File: src/rtl/clahe_hist_pkg.sv
// Shared types and helpers for the CLAHE histogram read-modify-write controller.
// The counter increment saturates rather than wrapping so bright tiles cannot roll a bin over.
package clahe_hist_pkg;

    typedef enum logic {
        S_CLEAR  = 1'b0,
        S_ACTIVE = 1'b1
    } state_e;

    localparam int unsigned         CNT_W   = 16;
    localparam logic [CNT_W-1:0]    CNT_MAX = {CNT_W{1'b1}};

    // Width-generic saturating increment; callers pass their own all-ones ceiling.
    function automatic logic [63:0] sat_inc(input logic [63:0] x, input logic [63:0] max);
        return (x >= max) ? max : x + 64'd1;
    endfunction

endpackage

File: src/rtl/clahe_hist_rmw_ctrl.sv
// Read-modify-write sequencer for one pseudo-dual-port histogram RAM: per-pixel bin
// accumulation with write-to-read forwarding, a full-RAM clear sweep, and readout arbitration.
module clahe_hist_rmw_ctrl
    import clahe_hist_pkg::*;
#(
    parameter int unsigned DATA_WIDTH = 16,
    parameter int unsigned ADDR_WIDTH = 8,
    parameter int unsigned DEPTH      = 256
) (
    input  logic                  clk,
    input  logic                  rst_n,
    input  logic                  clear_start,
    output logic                  clear_busy,
    output logic                  clear_done,
    input  logic                  pix_valid,
    input  logic [ADDR_WIDTH-1:0] pix_bin,
    output logic                  pix_ready,
    input  logic                  rd_req,
    input  logic [ADDR_WIDTH-1:0] rd_addr,
    output logic                  rd_gnt,
    output logic                  rd_valid,
    output logic [DATA_WIDTH-1:0] rd_data,
    output logic                  ram_we_a,
    output logic [ADDR_WIDTH-1:0] ram_addr_a,
    output logic [DATA_WIDTH-1:0] ram_din_a,
    output logic [ADDR_WIDTH-1:0] ram_addr_b,
    input  logic [DATA_WIDTH-1:0] ram_dout_b
);

    localparam logic [DATA_WIDTH-1:0] SAT_MAX  = '1;
    localparam logic [ADDR_WIDTH-1:0] LAST_BIN = ADDR_WIDTH'(DEPTH - 1);

    state_e                  state_q;
    logic                    clr_run_q;
    logic [ADDR_WIDTH-1:0]   clr_cnt_q;
    logic                    clear_done_q;
    logic                    s1_valid_q;
    logic [ADDR_WIDTH-1:0]   s1_bin_q;
    logic                    fwd_valid_q;
    logic [ADDR_WIDTH-1:0]   fwd_addr_q;
    logic [DATA_WIDTH-1:0]   fwd_data_q;
    logic                    rdp_valid_q;
    logic                    rdp_hit_q;
    logic [DATA_WIDTH-1:0]   rdp_data_q;
    logic [DATA_WIDTH-1:0]   rd_hold_q;
    logic [ADDR_WIDTH-1:0]   addr_b_q;

    logic                    active;
    logic                    clearing;
    logic                    pix_acc;
    logic                    fwd_hit;
    logic [DATA_WIDTH-1:0]   s1_old;
    logic [DATA_WIDTH-1:0]   s1_din;
    logic [DATA_WIDTH-1:0]   rd_now;

    // clr_run_q holds the sweep off while reset is applied so every output reads 0.
    assign active   = (state_q == S_ACTIVE);
    assign clearing = (state_q == S_CLEAR) && clr_run_q;

    assign pix_ready = active && !clear_start;
    assign pix_acc   = pix_valid && pix_ready;
    assign rd_gnt    = active && rd_req && !pix_valid && !clear_start;

    assign fwd_hit = fwd_valid_q && (fwd_addr_q == s1_bin_q);
    assign s1_old  = fwd_hit ? fwd_data_q : ram_dout_b;
    assign s1_din  = DATA_WIDTH'(sat_inc(64'(s1_old), 64'(SAT_MAX)));

    assign ram_we_a   = clearing || s1_valid_q;
    assign ram_addr_a = clearing ? clr_cnt_q : s1_bin_q;
    assign ram_din_a  = s1_valid_q ? s1_din : '0;
    assign ram_addr_b = pix_acc ? pix_bin : (rd_gnt ? rd_addr : addr_b_q);

    assign clear_busy = clearing;
    assign clear_done = clear_done_q;
    assign rd_valid   = rdp_valid_q;
    assign rd_now     = rdp_hit_q ? rdp_data_q : ram_dout_b;
    assign rd_data    = rdp_valid_q ? rd_now : rd_hold_q;

    always_ff @(posedge clk or negedge rst_n) begin
        if (!rst_n) begin
            state_q      <= S_CLEAR;
            clr_run_q    <= 1'b0;
            clr_cnt_q    <= '0;
            clear_done_q <= 1'b0;
            s1_valid_q   <= 1'b0;
            s1_bin_q     <= '0;
            fwd_valid_q  <= 1'b0;
            fwd_addr_q   <= '0;
            fwd_data_q   <= '0;
            rdp_valid_q  <= 1'b0;
            rdp_hit_q    <= 1'b0;
            rdp_data_q   <= '0;
            rd_hold_q    <= '0;
            addr_b_q     <= '0;
        end else begin
            clr_run_q    <= 1'b1;
            clear_done_q <= 1'b0;
            addr_b_q     <= ram_addr_b;

            s1_valid_q <= pix_acc;
            if (pix_acc) begin
                s1_bin_q <= pix_bin;
            end

            // A pending S1 write only exists while active; clear_start drops forwarding for the sweep.
            fwd_valid_q <= s1_valid_q && !clear_start;
            if (s1_valid_q) begin
                fwd_addr_q <= s1_bin_q;
                fwd_data_q <= s1_din;
            end

            rdp_valid_q <= rd_gnt;
            rdp_hit_q   <= rd_gnt && s1_valid_q && (s1_bin_q == rd_addr);
            rdp_data_q  <= s1_din;
            if (rdp_valid_q) begin
                rd_hold_q <= rd_now;
            end

            case (state_q)
                S_CLEAR: begin
                    if (clr_run_q) begin
                        if (clr_cnt_q == LAST_BIN) begin
                            state_q      <= S_ACTIVE;
                            clr_cnt_q    <= '0;
                            clear_done_q <= 1'b1;
                        end else begin
                            clr_cnt_q <= clr_cnt_q + ADDR_WIDTH'(1);
                        end
                    end
                end
                S_ACTIVE: begin
                    if (clear_start) begin
                        state_q   <= S_CLEAR;
                        clr_cnt_q <= '0;
                    end
                end
                default: state_q <= S_CLEAR;
            endcase
        end
    end

endmodule

File: config.mk
export PLATFORM = sky130hd
export DESIGN_NAME = clahe_hist_rmw_ctrl
export DESIGN_NICKNAME = d
export VERILOG_FILES = /design/src/rtl/clahe_hist_pkg.sv /design/src/rtl/clahe_hist_rmw_ctrl.sv
export SDC_FILE = /design/constraint.sdc
export NUM_CORES = 1
export LEC_CHECK = 0
export BUFFER_PORTS_ARGS = -buffer_cell sky130_fd_sc_hd__buf_2
export CAP_MARGIN = 10
export CORE_MARGIN = 2
export CORE_UTILIZATION = 30
export DETAILED_ROUTE_END_ITERATION = 10
export HOLD_SLACK_MARGIN = 0.03
export PLACE_DENSITY = 0.59
export RECOVER_POWER = 25
export SYNTH_ARGS = -nofsm -noshare
export SYNTH_HDL_FRONTEND = slang
export SYNTH_SLANG_ARGS = --single-unit
File: constraint.sdc
create_clock -name clk -period 3.28 [get_ports clk]
set_input_delay 0.328 -clock clk [delete_from_list [all_inputs] [get_ports clk]]
set_output_delay 0.328 -clock clk [all_outputs]
set_load 0.1 [all_outputs]
==> summary.md, run 1 <==
| Metric | Value |
|---|---|
| WP data arrival | `3.17 ns` |
| Largest net degree at the start of global routing | `65` |
| Number of placement rows | `46` |
| Number of synthesized flops with an enable pin | `0` |
| Number of DRC violations after detailed routing | `0` |
| Clock transition at the registers of the reported paths | `0.06 ns` |
| Final hold vios | `0` |
| Highest fanout seen on the critical path | `4` |
| Number of different library cells in the post-synthesis netlist | `62` |
| Final-layout setup total negative slack | `-2.81 ns` |
| Endpoint required time on the critical path | `2.95 ns` |
| Post-layout min period | `3.50 ns` |
| Total Wirelength | `14.6 mm` |
| Run status | `finished, violations left` |
| Vias per inst | `5.24` |
| Grt total ovfl | `0` |
| Wire length of the first global-routing pass | `23.4 mm` |
| Synthesized area per cell | `9.21 um2` |
| Biggest area consumer among synthesized cells | `sky130_fd_sc_hd__dfrtp_1` |
| CTS tree | `built` |
| Tightest slew margin relative to the limit | `-9.61%` |
| Antenna cell count | `0` |
| Fill cell count | `1576` |
| Remaining antenna violation count | `0` |
| Overall Global Routing Usage | `16.7%` |
| Root Buffer | `sky130_fd_sc_hd__clkbuf_16` |
| Vert. Die Dim | `132 um` |
| Quantity of hold-fixing buffers added after cts | `0` |
| Smallest setup slack after layout | `-0.221 ns` |
| Port bufs | `90` |
| Post-Syn Nets | `577` |
| Post-Syn Area | `0.00495 mm2` |
| Via count of the first global-routing pass | `4569` |
| Number of antenna violations at the first check in global routing | `0` |
| Transition at the pin with the smallest max-transition slack | `1.64 ns` |
| Share of the synthesized area in the top cell type | `44.0%` |
| Per-cell routed wire length | `16.7 um` |
| Register bit count reported by yosys | `87` |
| Crit. End Element | `primary output` |
| Max cap viols | `1` |
| Top achievable clock speed | `286 MHz` |
| Commonest register cell after synthesis | `sky130_fd_sc_hd__dfrtp_1` |
| Area used by multi-input combinational logic | `0.00296 mm2` |
| Ys Warns | `0` |
| DRC marker count from the first detailed-route iteration | `284` |
| RSZ-0062 raised after global routing | `true` |
| Fin nets | `697` |
| Cell types occupying the most area after synthesis | `sky130_fd_sc_hd__dfrtp_1, sky130_fd_sc_hd__nand2_1, sky130_fd_sc_hd__mux2i_1` |
| Fraction of the yosys area taken by sequential cells | `44.0%` |
| Clock Sink Count | `87` |
| Width of the die | `132 um` |
| P_leak | `2.97 nW` |
| Top-level I/O count | `91` |
| Maximum buffer depth of the clock tree | `2` |
| Routed via count | `4599` |
| FFs w/ async S/R, synth | `100%` |
| Final worst-path cycle share | `107%` |
| Number of levels the H-tree was split into | `3` |
| Core box area | `0.0160 mm2` |
| Fraction of final layout cells sized beyond drive strength 1 | `36.3%` |
| Setup violation total in the final timing report | `17` |
| Area of all sequential standard cells | `0.00218 mm2` |
| Maximum vdd ir drop | `0.376 mV` |
| Worst hold path class | `in2reg` |
| DRT Pass-1 Iters | `5` |
| Effective utilization at floorplan | `31.0%` |
| Commonest cells after routing, fill and taps aside | `sky130_fd_sc_hd__dfrtp_1, sky130_fd_sc_hd__nand2_1, sky130_fd_sc_hd__buf_2, sky130_fd_sc_hd__buf_4, sky130_fd_sc_hd__nor2_1` |
| Total power divided by cell area | `384 mW/mm2` |
| DPL Wire Length | `10.5 mm` |
| Worst clock skew on the final layout | `0.00771 ns` |
| Insertion delay of the later-clocked pin in the worst-skew pair | `0.35 ns` |
| Critical path start-end classification | `reg2out` |
| Failing checks | `max-capacitance violations, max-slew violations, negative setup slack` |
| Most common cell after layout, fill and taps aside | `sky130_fd_sc_hd__dfrtp_1` |
| Number of buffers created by CTS | `9` |
| Overall power | `2.65 mW` |
| Die Area | `0.0176 mm2` |
| Count of final max-slew check failures | `65` |
| Synth-to-Final Area Change | `39.2%` |
| Startpoint class of the critical path | `flop` |
| Gpl congestion | `0.892` |
| Gate Count Post-Synth | `538` |
-- cells in the mapped netlist, drive strengths merged, types with 7 or more instances --
library cell  count
xor2              7
and3              8
a22oi             9
and2              9
nand2            84
nand3            17
xnor2            26
inv               7
nor2             44
nand4            15
o21ai            19
a21oi            28
o22ai             7
o211ai            7
mux2i            28
dfrtp            87
nor3             17
buf              13
clkbuf           24
mux2             20
nor4              8
-- stage by stage --
step	instance area, um2	util (%)	instances	hold slack, ns	setup WS (ns)
floorplan	5160	-	538	0.0324	-0.139
global placement	6150	38.4	844	0.447	0.0480
detailed placement	6150	38.4	844	0.452	-0.0128
CTS	6800	42.5	876	0.106	-0.260
global route	6900	43.1	878	0.188	-0.381
finish	6900	43.1	878	0.181	-0.221
-- metal layers --
metal	share of wire (%)	global-route usage, %	up-vias	wire, um
met5	0	0	-	0
met4	2.0	6.15	0	297
met3	6.4	3.64	22	934
met2	46	27.1	173	6740
met1	46	21.9	2253	6660
li1	-	-	2151	-
-- logic make-up after synthesis --
| group | synth area share (%) |
|---|---|
| AOI/OAI and AO/OA | 13.3 |
| adders and majority gates | 0.505 |
| muxes | 10.2 |
| other | 0.0757 |
| xor gates and xnor gates | 5.99 |
| and+or+nand+nor | 22.2 |
| DFF | 44.0 |
| buffers and inverters | 3.81 |
-- final timing paths --
kind                                   from  slack, ns       endpoint  depth (start not counted)
worst max-delay path            s1_bin_q[4]      -0.22   ram_din_a[4]                         13
worst min-delay path            clear_start       0.18    fwd_valid_q                          2
worst max register to register  s1_bin_q[4]      -0.16  fwd_data_q[6]                         18
worst min register to register  addr_b_q[6]       0.46    addr_b_q[6]                          2
max in group asynchronous             rst_n       1.88   clr_cnt_q[0]                          2
min in group asynchronous             rst_n       0.40   rd_hold_q[1]                          1
-- flip-flops by register name (all words and copies together) (netlist names), 8 cells and up --
signal	flops
fwd_addr_q	8
rdp_data_q	16
s1_bin_q	8
fwd_data_q	16
clr_cnt_q	8
addr_b_q	8
rd_hold_q	16
-- area by class of cell --
type | count | share of cell area, %
multi-input combinational | 407 | 43.0
tap | 216 | 3.92
clock inverter | 4 | 1.02
timing repair buffer | 146 | 16.6
clock buffer | 11 | 3.52
sequential | 87 | 31.6
inverter | 7 | 0.381
-- critical path: stages, from the launching register on --
cell	delay [ns]
sky130_fd_sc_hd__dfrtp_1	0.41
sky130_fd_sc_hd__xnor2_2	0.19
sky130_fd_sc_hd__nand4_2	0.17
sky130_fd_sc_hd__nor3_4	0.25
sky130_fd_sc_hd__mux2_4	0.21
sky130_fd_sc_hd__ha_4	0.17
sky130_fd_sc_hd__nand3_4	0.08
sky130_fd_sc_hd__or3_4	0.41
sky130_fd_sc_hd__nor2_4	0.18
sky130_fd_sc_hd__mux2_4	0.21
sky130_fd_sc_hd__buf_6	0.10
sky130_fd_sc_hd__a21o_1	0.11
sky130_fd_sc_hd__and2_4	0.16
sky130_fd_sc_hd__buf_12	0.17
-- repair_timing --
action	in CTS	in global routing
resized for setup	53	21
setup buffers	19	8
cloned	0	0
setup endpoints to repair	16	17
pin swaps	21	21
-- power breakdown --
part	switching, mW	internal [mW]	leakage (nW)
Sequential	0.0432	1.12	1.06
Clock	0.415	0.681	0.155
Combinational	0.281	0.106	1.75
Total	0.739	1.91	2.97
No activity file was read; power rests on OpenSTA's default activity.
==> inputs of run 2 (changes only) <==
--- a/config.mk
+++ b/config.mk
@@ -9,6 +9,7 @@
 export CAP_MARGIN = 10
 export CORE_MARGIN = 2
 export CORE_UTILIZATION = 30
+export CTS_BUF_LIST = sky130_fd_sc_hd__clkbuf_8
 export DETAILED_ROUTE_END_ITERATION = 10
 export HOLD_SLACK_MARGIN = 0.03
 export PLACE_DENSITY = 0.59
==> run 2 against run 1 <==
- the run still ends with max-capacitance violations, max-slew violations, negative setup slack left
- non-clock buffer count grew 1
- largest power group unchanged
- first-iteration DRC count shrank 3.9%
- fmax shrank 0.54%
- wire length shrank 0.83%
- combinational power is essentially flat
- core utilization shrank 0.78 points
- die area is the same
==> summary.md, run 2 (same netlist as run 1, synthesis figures left out) <==
| Metric | Value |
|---|---|
| Maximum vdd ir drop | `0.375 mV (about the same)` |
| WP data arrival | `3.19 ns (+0.02 ns)` |
| Number of placement rows | `46 (unchanged)` |
| Post-route non-filler standard cell count | `879 (+0.11%)` |
| Final worst-path cycle share | `107% (+0.58 points)` |
| Wire length of the first global-routing pass | `23.3 mm (-0.33%)` |
| Most common cell after layout, fill and taps aside | `sky130_fd_sc_hd__dfrtp_1` |
| Worst hold path class | `in2reg` |
| Die Area | `0.0176 mm2 (unchanged)` |
| Port bufs | `90 (unchanged)` |
| Crit. End Element | `primary output` |
| Routed via count | `4562 (-0.80%)` |
| Final standard cell utilization of the core | `42.3% (-0.78 points)` |
| Transition at the pin with the smallest max-transition slack | `1.63 ns (-0.00996 ns)` |
| Synth-to-Final Area Change | `36.7%` |
| Fin nets | `698 (+0.14%)` |
| DPL Wire Length | `10.5 mm (unchanged)` |
| Number of DRC violations after detailed routing | `0 (unchanged)` |
| Core box area | `0.0160 mm2 (unchanged)` |
| CTS tree | `built` |
| Antenna cell count | `0 (unchanged)` |
| Maximum buffer depth of the clock tree | `2 (unchanged)` |
| Gpl congestion | `0.892 (unchanged)` |
| Overall Global Routing Usage | `16.5% (-0.17 points)` |
| Total Wirelength | `14.5 mm (-0.83%)` |
| Max cap viols | `1 (unchanged)` |
| Insertion delay of the later-clocked pin in the worst-skew pair | `0.37 ns (+0.02 ns)` |
| Final hold vios | `0 (unchanged)` |
| Largest registers | `fwd_data_q x16, rd_hold_q x16, rdp_data_q x16` |
| Final-layout setup total negative slack | `-2.40 ns (+0.416 ns)` |
| Number of buffers created by CTS | `9 (unchanged)` |
| Vert. Die Dim | `132 um (unchanged)` |
| Run status | `finished, violations left` |
| Top achievable clock speed | `284 MHz (-0.54%)` |
| Total power divided by cell area | `350 mW/mm2 (-8.7%)` |
| Smallest setup slack after layout | `-0.240 ns (-0.0191 ns)` |
| Tightest slew margin relative to the limit | `-8.94% (+0.66 points)` |
| DRC marker count from the first detailed-route iteration | `273 (-3.9%)` |
| Post-placement worst setup slack | `-0.0128 ns (unchanged)` |
| DRT Pass-1 Iters | `4 (-1)` |
| Startpoint class of the critical path | `flop` |
| Effective utilization at floorplan | `31.0% (unchanged)` |
| Count of placed standard cells including taps | `844 (unchanged)` |
| Area of placed instances | `0.00615 mm2 (unchanged)` |
| Final hold slack | `0.159 ns (-0.0228 ns)` |
| Overall power | `2.37 mW (-10%)` |
| Root Buffer | `sky130_fd_sc_hd__clkbuf_8` |
| Count of final max-slew check failures | `65 (unchanged)` |
| Endpoint required time on the critical path | `2.95 ns (about the same)` |
| Width of the die | `132 um (unchanged)` |
| Number of antenna violations at the first check in global routing | `0 (unchanged)` |
| Highest fanout seen on the critical path | `4 (unchanged)` |
| Setup violation total in the final timing report | `17 (unchanged)` |
| Commonest cells after routing, fill and taps aside | `sky130_fd_sc_hd__dfrtp_1, sky130_fd_sc_hd__nand2_1, sky130_fd_sc_hd__buf_2, sky130_fd_sc_hd__buf_4, sky130_fd_sc_hd__nor2_1` |
| Clock Sink Count | `87 (unchanged)` |
| Worst clock skew on the final layout | `0.0131 ns (+0.00535 ns)` |
| Clock transition at the registers of the reported paths | `0.09 ns (+0.03 ns)` |
| Fill cell count | `1592 (+1.0%)` |
| Top-level I/O count | `91 (unchanged)` |
| Grt total ovfl | `0 (unchanged)` |
| Post-route cell area | `0.00677 mm2 (-1.8%)` |
| RSZ-0062 raised after global routing | `true` |
| Number of levels the H-tree was split into | `3 (unchanged)` |
| Fraction of final layout cells sized beyond drive strength 1 | `36.5% (+0.25 points)` |
| Per-cell routed wire length | `16.5 um (-0.94%)` |
| P_leak | `2.93 nW (-1.3%)` |
| Critical path start-end classification | `reg2out` |
| Largest net degree at the start of global routing | `65 (unchanged)` |
| Remaining antenna violation count | `0 (unchanged)` |
| Via count of the first global-routing pass | `4566 (-0.066%)` |
| Vias per inst | `5.19 (-0.92%)` |
| Post-layout min period | `3.52 ns (+0.0191 ns)` |
| Failing checks | `max-capacitance violations, max-slew violations, negative setup slack` |
## run 2: what timing repair did
action | 4_1_cts | 5_1_grt
gates resized for setup | 53 | 14
cloned | 0 | 0
setup endpoints to repair | 16 | 17
pin swaps | 21 | 10
buffers inserted | 20 | 4
hold buffers | 0 | 0
## run 2: path summary, 6_finish.rpt
| check | start | end | slack (ns) | depth (start not counted) |
|---|---|---|---|---|
| max | s1_bin_q[4] | ram_din_a[4] | -0.24 | 13 |
| min | clear_start | fwd_valid_q | 0.16 | 2 |
| max reg2reg | s1_bin_q[4] | fwd_data_q[6] | -0.14 | 18 |
| min reg2reg | addr_b_q[6] | addr_b_q[6] | 0.47 | 2 |
| max in group asynchronous | rst_n | clr_cnt_q[0] | 1.92 | 2 |
| min in group asynchronous | rst_n | rd_hold_q[1] | 0.37 | 1 |
## run 2: cell type report
type                    instances  area (um2)  share of cell area (%)
flip-flops and latches         87        2180                    32.2
clock buffers                  10         138                    2.03
clock inverters                 5        73.8                    1.09
repair buffers                147        1140                    16.9
inverters                       7        26.3                   0.388
multi-input cells             407        2940                    43.5
well taps                     216         270                    3.99
## run 2: per-layer routing
layer	vias to the layer above	track usage [%]	wire, um
li1	2155	-	-
met1	2216	22.1	6670
met2	173	26.7	6680
met3	18	3.64	889
met4	0	5.38	274
met5	-	0	0
## run 2: power breakdown
group	internal, mW	total (mW)	switching, mW
Combinational	0.106	0.386	0.281
Clock	0.441	0.823	0.383
Sequential	1.12	1.16	0.0444
Total	1.66	2.37	0.708
## run 2: worst max-delay path: stages (launching register included)
cell	delay, ns
sky130_fd_sc_hd__dfrtp_1	0.42
sky130_fd_sc_hd__xnor2_2	0.19
sky130_fd_sc_hd__nand4_2	0.17
sky130_fd_sc_hd__nor3_4	0.25
sky130_fd_sc_hd__mux2_4	0.34
sky130_fd_sc_hd__ha_4	0.18
sky130_fd_sc_hd__and3_4	0.19
sky130_fd_sc_hd__nand2_4	0.07
sky130_fd_sc_hd__nor3_4	0.05
sky130_fd_sc_hd__mux2_4	0.30
sky130_fd_sc_hd__buf_4	0.14
sky130_fd_sc_hd__a21o_1	0.18
sky130_fd_sc_hd__and2_4	0.17
sky130_fd_sc_hd__buf_12	0.16
